[config.mk]
export PLATFORM = sky130hd
export DESIGN_NAME = ggt_batch_sequencer
export DESIGN_NICKNAME = d
export VERILOG_FILES = /design/src/rtl/ggt_batch_sequencer.sv
export SDC_FILE = /design/constraint.sdc
export NUM_CORES = 1
export LEC_CHECK = 0
export CORE_ASPECT_RATIO = 1.1
export CORE_UTILIZATION = 41
export CTS_BUF_LIST = sky130_fd_sc_hd__clkbuf_8
export DETAILED_ROUTE_END_ITERATION = 10
export GPL_TIMING_DRIVEN = 0
export MAX_ROUTING_LAYER = met4
export PLACE_DENSITY = 0.75
export SYNTH_ARGS = -nofsm -noshare
export SYNTH_HDL_FRONTEND = slang
export SYNTH_SLANG_ARGS = --single-unit
[constraint.sdc]
create_clock -name clk -period 1.73 [get_ports clk]
set_input_delay 0.519 -clock clk [delete_from_list [all_inputs] [get_ports clk]]
set_output_delay 0.519 -clock clk [all_outputs]
set_load 0.005 [all_outputs]
[src/rtl/ggt_batch_sequencer.sv]
// Batch driver for ggt_top: walks N_PAIRS operand pairs from a synchronous ROM, runs one GCD per
// pair and stores each result in RAM. Optional WAIT watchdog and err_o port: define GGT_SEQ_TIMEOUT_EN.
module ggt_batch_sequencer #(
  parameter int unsigned N_PAIRS = 16,
  parameter int unsigned ADDR_W  = 8,
  parameter int unsigned DATA_W  = 16,
  parameter int unsigned TIMEOUT = 65535
) (
  input  logic              clk,
  input  logic              rst_ni,
  input  logic              run_i,
  output logic [ADDR_W-1:0] rom_addr_o,
  input  logic [DATA_W-1:0] rom_zahl1_i,
  input  logic [DATA_W-1:0] rom_zahl2_i,
  output logic              ggt_start_o,
  output logic [DATA_W-1:0] ggt_zahl1_o,
  output logic [DATA_W-1:0] ggt_zahl2_o,
  input  logic              ggt_valid_i,
  input  logic [DATA_W-1:0] ggt_ergebnis_i,
  output logic [ADDR_W-1:0] mem_addr_o,
  output logic [DATA_W-1:0] mem_data_o,
  output logic              mem_wren_o,
  output logic              busy_o,
  output logic              done_o,
`ifdef GGT_SEQ_TIMEOUT_EN
  output logic              err_o,
`endif
  output logic [ADDR_W:0]   count_o
);

  typedef enum logic [2:0] {
    S_IDLE, S_FETCH, S_LOAD, S_START, S_WAIT, S_WRITE, S_NEXT, S_DONE
  } state_t;

  localparam logic [ADDR_W-1:0] LAST_IDX = ADDR_W'(N_PAIRS - 1);

  if (N_PAIRS < 1 || N_PAIRS > (1 << ADDR_W)) begin : g_bad_npairs
    $error("ggt_batch_sequencer: N_PAIRS out of range");
  end
  if (TIMEOUT < 1) begin : g_bad_timeout
    $error("ggt_batch_sequencer: TIMEOUT must be at least 1");
  end

  state_t              state_q, state_d;
  logic [ADDR_W-1:0]   index_q;
  logic [ADDR_W:0]     count_q;
  logic [DATA_W-1:0]   zahl1_q, zahl2_q;
  logic [DATA_W-1:0]   result_q;
  logic                valid_q;
  logic                busy_q, done_q;

  logic                operand_zero;
  logic                accept;
  logic                last_pair;
  logic                tmo_hit;

  assign operand_zero = (rom_zahl1_i == '0) || (rom_zahl2_i == '0);
  // Only a fresh rising edge counts, so a valid still high from the previous pair is ignored.
  assign accept       = (state_q == S_WAIT) && ggt_valid_i && !valid_q;
  assign last_pair    = (index_q == LAST_IDX);

`ifdef GGT_SEQ_TIMEOUT_EN
  localparam int unsigned TW = (TIMEOUT > 1) ? $clog2(TIMEOUT) : 1;
  localparam logic [TW-1:0] TMO_LAST = TW'(TIMEOUT - 1);

  logic [TW-1:0] tmo_q;
  logic          err_q;

  assign tmo_hit = (state_q == S_WAIT) && !accept && (tmo_q == TMO_LAST);
  assign err_o   = err_q;
`else
  assign tmo_hit = 1'b0;
`endif

  always_ff @(posedge clk or negedge rst_ni) begin
    if (!rst_ni) begin
      state_q <= S_IDLE;
    end else begin
      state_q <= state_d;
    end
  end

  always_comb begin
    state_d = state_q;
    unique case (state_q)
      S_IDLE, S_DONE: if (run_i) state_d = S_FETCH;
      S_FETCH:        state_d = S_LOAD;
      S_LOAD:         state_d = operand_zero ? S_WRITE : S_START;
      S_START:        state_d = S_WAIT;
      S_WAIT:         if (accept || tmo_hit) state_d = S_WRITE;
      S_WRITE:        state_d = S_NEXT;
      S_NEXT:         state_d = last_pair ? S_DONE : S_FETCH;
      default:        state_d = S_IDLE;
    endcase
  end

  always_ff @(posedge clk or negedge rst_ni) begin
    if (!rst_ni) begin
      index_q  <= '0;
      count_q  <= '0;
      zahl1_q  <= '0;
      zahl2_q  <= '0;
      result_q <= '0;
      valid_q  <= 1'b0;
      busy_q   <= 1'b0;
      done_q   <= 1'b0;
`ifdef GGT_SEQ_TIMEOUT_EN
      tmo_q    <= '0;
      err_q    <= 1'b0;
`endif
    end else begin
      valid_q <= ggt_valid_i;
      unique case (state_q)
        S_IDLE, S_DONE: begin
          if (run_i) begin
            index_q <= '0;
            count_q <= '0;
            done_q  <= 1'b0;
            busy_q  <= 1'b1;
`ifdef GGT_SEQ_TIMEOUT_EN
            err_q   <= 1'b0;
`endif
          end
        end
        S_LOAD: begin
          zahl1_q <= rom_zahl1_i;
          zahl2_q <= rom_zahl2_i;
          // With a zero operand the OR is already the GCD, so ggt_top is bypassed.
          if (operand_zero) result_q <= rom_zahl1_i | rom_zahl2_i;
        end
`ifdef GGT_SEQ_TIMEOUT_EN
        S_START: tmo_q <= '0;
`endif
        S_WAIT: begin
          if (accept) begin
            result_q <= ggt_ergebnis_i;
          end
`ifdef GGT_SEQ_TIMEOUT_EN
          else if (tmo_hit) begin
            result_q <= '1;
            err_q    <= 1'b1;
          end else begin
            tmo_q <= tmo_q + TW'(1);
          end
`endif
        end
        S_WRITE: count_q <= count_q + (ADDR_W+1)'(1);
        S_NEXT: begin
          if (last_pair) begin
            busy_q <= 1'b0;
            done_q <= 1'b1;
          end else begin
            index_q <= index_q + ADDR_W'(1);
          end
        end
        default: ;
      endcase
    end
  end

  assign rom_addr_o  = index_q;
  assign ggt_start_o = (state_q == S_START);
  assign ggt_zahl1_o = zahl1_q;
  assign ggt_zahl2_o = zahl2_q;
  assign mem_addr_o  = index_q;
  assign mem_data_o  = result_q;
  assign mem_wren_o  = (state_q == S_WRITE);
  assign busy_o      = busy_q;
  assign done_o      = done_q;
  assign count_o     = count_q;

endmodule

Word-level counts from Yosys, hierarchy flattened
Index checks and enable logic that the tools add are counted.
W data, S select, Z words.

storage, ports and cells
  flip-flop bits (word level) = 71
  input port bits = 52
  output and inout bits = 77

cells by class
  add/subtract/negate cells = 2
  equal/unequal tests = 13
  multiplexer cells = 19
  bitwise gates (word level) = 1
  reductions and logical operators = 16

operators with widths
  cell                   number
  $logic_not A16 Y1      2
  $mux W16               2
  $pmux W16 S2           1
  $pmux W3 S7            1
  $pmux W9 S2            1
  $mux W8                2
  $or A16 B16 Y16        1
  $pmux W8 S2            1
  $eq A3 B3 Y1 const B   4
  $mux W3                4
  $ne A2 B2 Y1 const B   5
  $add A9 B1 Y9 const B  1
  $mux W9                1
  $reduce_and A3 Y1      3
  $add A8 B1 Y8 const B  1
  $eq A8 B4 Y1 const B   1
  $eq A3 B2 Y1 const B   2
  $reduce_bool A2 Y1     3
  $mux W1                4
  $pmux W1 S2            2
  $reduce_and A2 Y1      2
  $eq A3 B1 Y1 const B   1
  $logic_not A3 Y1       1
  $logic_and A1 B1 Y1    2
  other kinds (3)        3

Longest topological paths before layout
Gate-level depths: netlist (run 1).

  word-level depth = 5
  mapped depth = 6
  depth with buffers taken out = 5

Worst setup path after synthesis (run 1)
Ideal clock, no wire load.

  path type = input to register
  from = input rom_zahl2_i[3]
  to = register result_q[0], in the netlist mem_data_o[0]
  setup time = 0.127 ns
  arrival time = 1.783 ns
  required time = 1.603 ns
  path slack = -0.180 ns
  cell stages on the path = 5
  cells stage by stage = nor4_1 -> nand4_1 -> a31oi_4 -> buf_6 -> mux2_1

on the way
  word-level cells in the longest chain between the ends = 4

RTL lines
  element                      RTL line  RTL
  start: declaration           14        input logic [DATA_W-1:0] rom_zahl2_i,
  $logic_not A16 Y1            57        assign operand_zero = (rom_zahl1_i == '0) || (rom_zahl2_i == '0);
  $logic_or A1 B1 Y1           57
  $ne A2 B2 Y1 (no line)       --
  $reduce_and A3 Y1 (no line)  --
  end signal: assignment       129       if (operand_zero) result_q <= rom_zahl1_i | rom_zahl2_i;
  end signal: assignment       136       result_q <= ggt_ergebnis_i;
  end: declaration             48        logic [DATA_W-1:0] result_q;

Every way passes these cells.
A chain may end at the register's enable or synchronous reset.

Worst setup path after layout (run 1)
  from = input rom_zahl2_i[5]
  to = register result_q[4], in the netlist mem_data_o[4]

The elaborated chain is that of the path after synthesis.

==> results of run 1 <==
-- repair_timing --
| item | 4_1_cts | 5_1_grt |
|---|---|---|
| cloned | 1 | 1 |
| setup endpoints to repair | 90 | 84 |
| resized for setup | 186 | 55 |
| pin swaps | 16 | 6 |
| buffers inserted | 36 | 20 |
-- path summary, 6_finish.rpt --
path	end	slack, ps	from
min in group clk	ggt_zahl2_o[3]$_DFFE_PN0P_	470	rom_zahl2_i[3]
max in group asynchronous	count_o[3]$_DFFE_PN0P_	780	rst_ni
worst min register to register	busy_o$_DFFE_PN0P_	480	busy_o$_DFFE_PN0P_
worst max-delay path	mem_data_o[4]$_DFFE_PN0P_	-130	rom_zahl2_i[5]
worst max register to register	mem_data_o[4]$_DFFE_PN0P_	-120	state_q[1]$_DFFE_PN0P_
worst min-delay path	mem_data_o[0]$_DFFE_PN0P_	310	rst_ni
-- critical path: cells and delay by family --
family,cells,cell delay (ps)
muxes,1,310
AOI/OAI and AO/OA,1,340
and+or+nand+nor,2,490
buffers and inverters,2,420
-- state kept, by name, summed over array words and instances, names as in the netlist --
signal / flops
busy_o: 1
count_o: 9
done_o: 1
ggt_zahl1_o: 16
ggt_zahl2_o: 16
mem_addr_o: 8
mem_data_o: 16
state_q: 3
valid_q: 1
-- power by group --
group / switching, mW / internal [mW]
clock: 0.615 / 0.671
combinational: 1.74 / 2.71
sequential: 0.352 / 2.34
-- metrics by stage --
step	TNS (ps)	total power, mW	instance area (sq um)	util [%]	setup WS [ps]
after floorplan	-1865	4.405	3356	-	-167.2
after global placement	-182850	6.257	4772	60.64	-2288
after detailed placement	-21530	6.369	4770	60.60	-1119
after CTS	-1618	8.221	5369	68.22	-124.1
after global routing	-2812	8.929	5647	71.75	-185.9
final	-1941	8.426	5647	71.75	-129.7
-- synthesized netlist by cell type --
cell | number | area, sq um
nor2_1 | 27 | 101.4
nand4_1 | 5 | 31.28
buf_4 | 8 | 60.06
nand4b_1 | 1 | 8.760
nand2b_1 | 2 | 12.51
o31a_1 | 1 | 8.760
a22o_1 | 1 | 8.760
clkbuf_1 | 7 | 26.28
nand3_1 | 7 | 35.03
nand2_1 | 33 | 123.9
o21a_1 | 1 | 7.510
nor3b_2 | 1 | 12.51
nor3b_4 | 1 | 18.77
o21ai_1 | 1 | 5.000
buf_6 | 1 | 11.26
buf_2 | 4 | 20.02
and3_1 | 2 | 12.51
nor2b_1 | 1 | 6.260
a21oi_1 | 6 | 30.03
o21ai_0 | 24 | 120.1
and2_1 | 1 | 6.260
inv_1 | 5 | 18.77
or4_1 | 1 | 7.510
a31oi_1 | 7 | 43.79
and3b_1 | 1 | 8.760
nor4_1 | 9 | 56.30
dfrtp_1 | 71 | 1777
nor3_1 | 5 | 25.02
inv_2 | 1 | 3.750
a31o_2 | 1 | 8.760
xnor2_1 | 2 | 17.52
a31oi_4 | 1 | 21.27
nand3b_1 | 2 | 15.01
a311oi_1 | 1 | 8.760
mux2_1 | 10 | 112.6
a21o_1 | 2 | 15.01
mux2_2 | 39 | 439.2
ha_1 | 2 | 25.02
mux2i_1 | 6 | 60.06
-- metal layers --
layer  part of all wire [%]  GRT usage [%]  routed length (microns)  vias to the layer above
li1                       -              -                        -                     1458
met3                    6.3          5.268                      664                       14
met4                    1.3          8.060                      141                        0
met5                      0              -                        0                        -
met1                     42          29.63                     4435                     1561
met2                     50          41.54                     5288                      118
-- layout make-up --
class	instances	area [sq um]
Timing Repair Buffer	186	1730
Sequential cell	71	1788
Inverter	6	22.52
Buffer	19	158.9
Clock buffer	13	178.9
Fill cell	562	2223
Clock inverter	3	16.27
Tap cell	108	135.1
Multi-Input combinational cell	204	1617
-- cell families (layout without fill, tap and decap cells) --
logic type                 after synthesis  after routing
and+or+nand+nor                         99             99
DFF                                     71             71
muxes                                   55             55
AOI/OAI and AO/OA                       46             46
buffers and inverters                   26            227
adders and majority gates                2              2
xor gates and xnor gates                 2              2
==> flow_metrics.tcl, run 1 <==
set metrics [dict create \
    cp_max_fo 6 \
    cts-root-buf "clkbuf_8" \
    p_per_area_nw_per_um2 1492 \
    period_share_pct 107.5 \
    die_h_microns 96.53 \
    status "finished with violations" \
    skew_ps 6.364 \
    cp_slowest_cell "a31oi_4" \
    cts_hold_buffers 0 \
    wl_per_cell_microns 17.26 \
    cts_tree "yes" \
    ys_types 39 \
    synth_area_per_cell_sq_um 11.07 \
    critical_path_arrival_ps 2090 \
    final_cells 610 \
    place.detailed.hpwl_mm 6.757 \
    max-vdd-ir-drop_uv 670.8 \
    cp-start-kind "primary input" \
    drv_cap 0 \
    fin_hold_ws_ps 305.9 \
    clock_sinks 71 \
    tightest_slew_ps 911.7 \
    yosysSeqAreaShare_pct 53.34 \
    rows 34 \
    grt-ovfl-total 0 \
    synth_compound_area_share_pct 8.340 \
    critPathRequiredTime_ps 1960 \
    grt_pass1_wl_mm 15.20 \
    end_kind "flop" \
    antenna_found_initial 0 \
    syn_area_sq_um 3331 \
    slew_headroom_pct 39.22 \
    p_leak_nw 2.905 \
    final_cell_mix "buf_4 (62), dfrtp_1 (62), dlygate4sd2_1 (45)" \
    htree_levels 3 \
    finalWeightedCongestion 0.8170 \
    num_vias 3151 \
    vias_per_cell 5.166 \
    drv_slew 0 \
    drt_pass1_iterations 4 \
    setup_violations 17 \
    syn_inst 301 \
    rr_worst_depth 6 \
    fp.coreArea_sq_um 7870 \
    fp.dieW_microns 87.94 \
    start_util_pct 42.32 \
    ant_nets 0 \
    finalCriticalPeriod_ps 1860 \
    dp_cells 537 \
    synth_mux_area_share_pct 18.37 \
    drc_errors 0 \
    synth-simple-area-share_pct 14.46 \
    syn-num-nets 355 \
    fmax_ghz 0.5377 \
    rsz0062_at_grt "true" \
    drt_wl_total_mm 10.53 \
    path_cells "clkdlybuf4s15_2 > nor4_2 > nand4_1 > a31oi_4 > buf_6 > mux2_4" \
    yosysWarnings 0 \
    synth_top_family_by_area "multiplexers" \
    fin_ws_ps -129.7 \
    grt_start_max_net_pins 72 \
    cts_inserted_buffers 9 \
    area_delta_synth_final_pct 69.53 \
    clkSlewWorstSetupHoldPaths_ps 80 \
    clkLatencyLatePin_ps 340 \
    cpPeakStageDelay_ps 340 \
    cts_max_path_buffers 2 \
    synth-xor-area-share_pct 0.5259 \
    ios 129 \
    hold_class "in -> async" \
    first_iter_violations 95 \
    ys_seq_elements 71 \
    drive_above_1_share_pct 38.45 \
    io_buffer_count 128 \
    diodes 0 \
    grt_pass1_vias 3016 \
    worst-setup-path-type "in -> reg" \
    grt.total_usage_pct 24.70 \
    nets 551 \
    synth-adder-area-share_pct 0.7513 \
    die_area_sq_um 8488 \
    violations "setup timing" \
    hold_violations 0 \
]
(Power assumes the default switching activity.)
==> run 2: changes to the inputs <==
--- a/config.mk
+++ b/config.mk
@@ -5,6 +5,7 @@
 export SDC_FILE = /design/constraint.sdc
 export NUM_CORES = 1
 export LEC_CHECK = 0
+export ABC_CLOCK_PERIOD_IN_PS = 1730
 export CORE_ASPECT_RATIO = 1.1
 export CORE_UTILIZATION = 41
 export CTS_BUF_LIST = sky130_fd_sc_hd__clkbuf_8
==> results of run 2 <==
No change in the layout: final DEF, timing and power equal those of run 1.
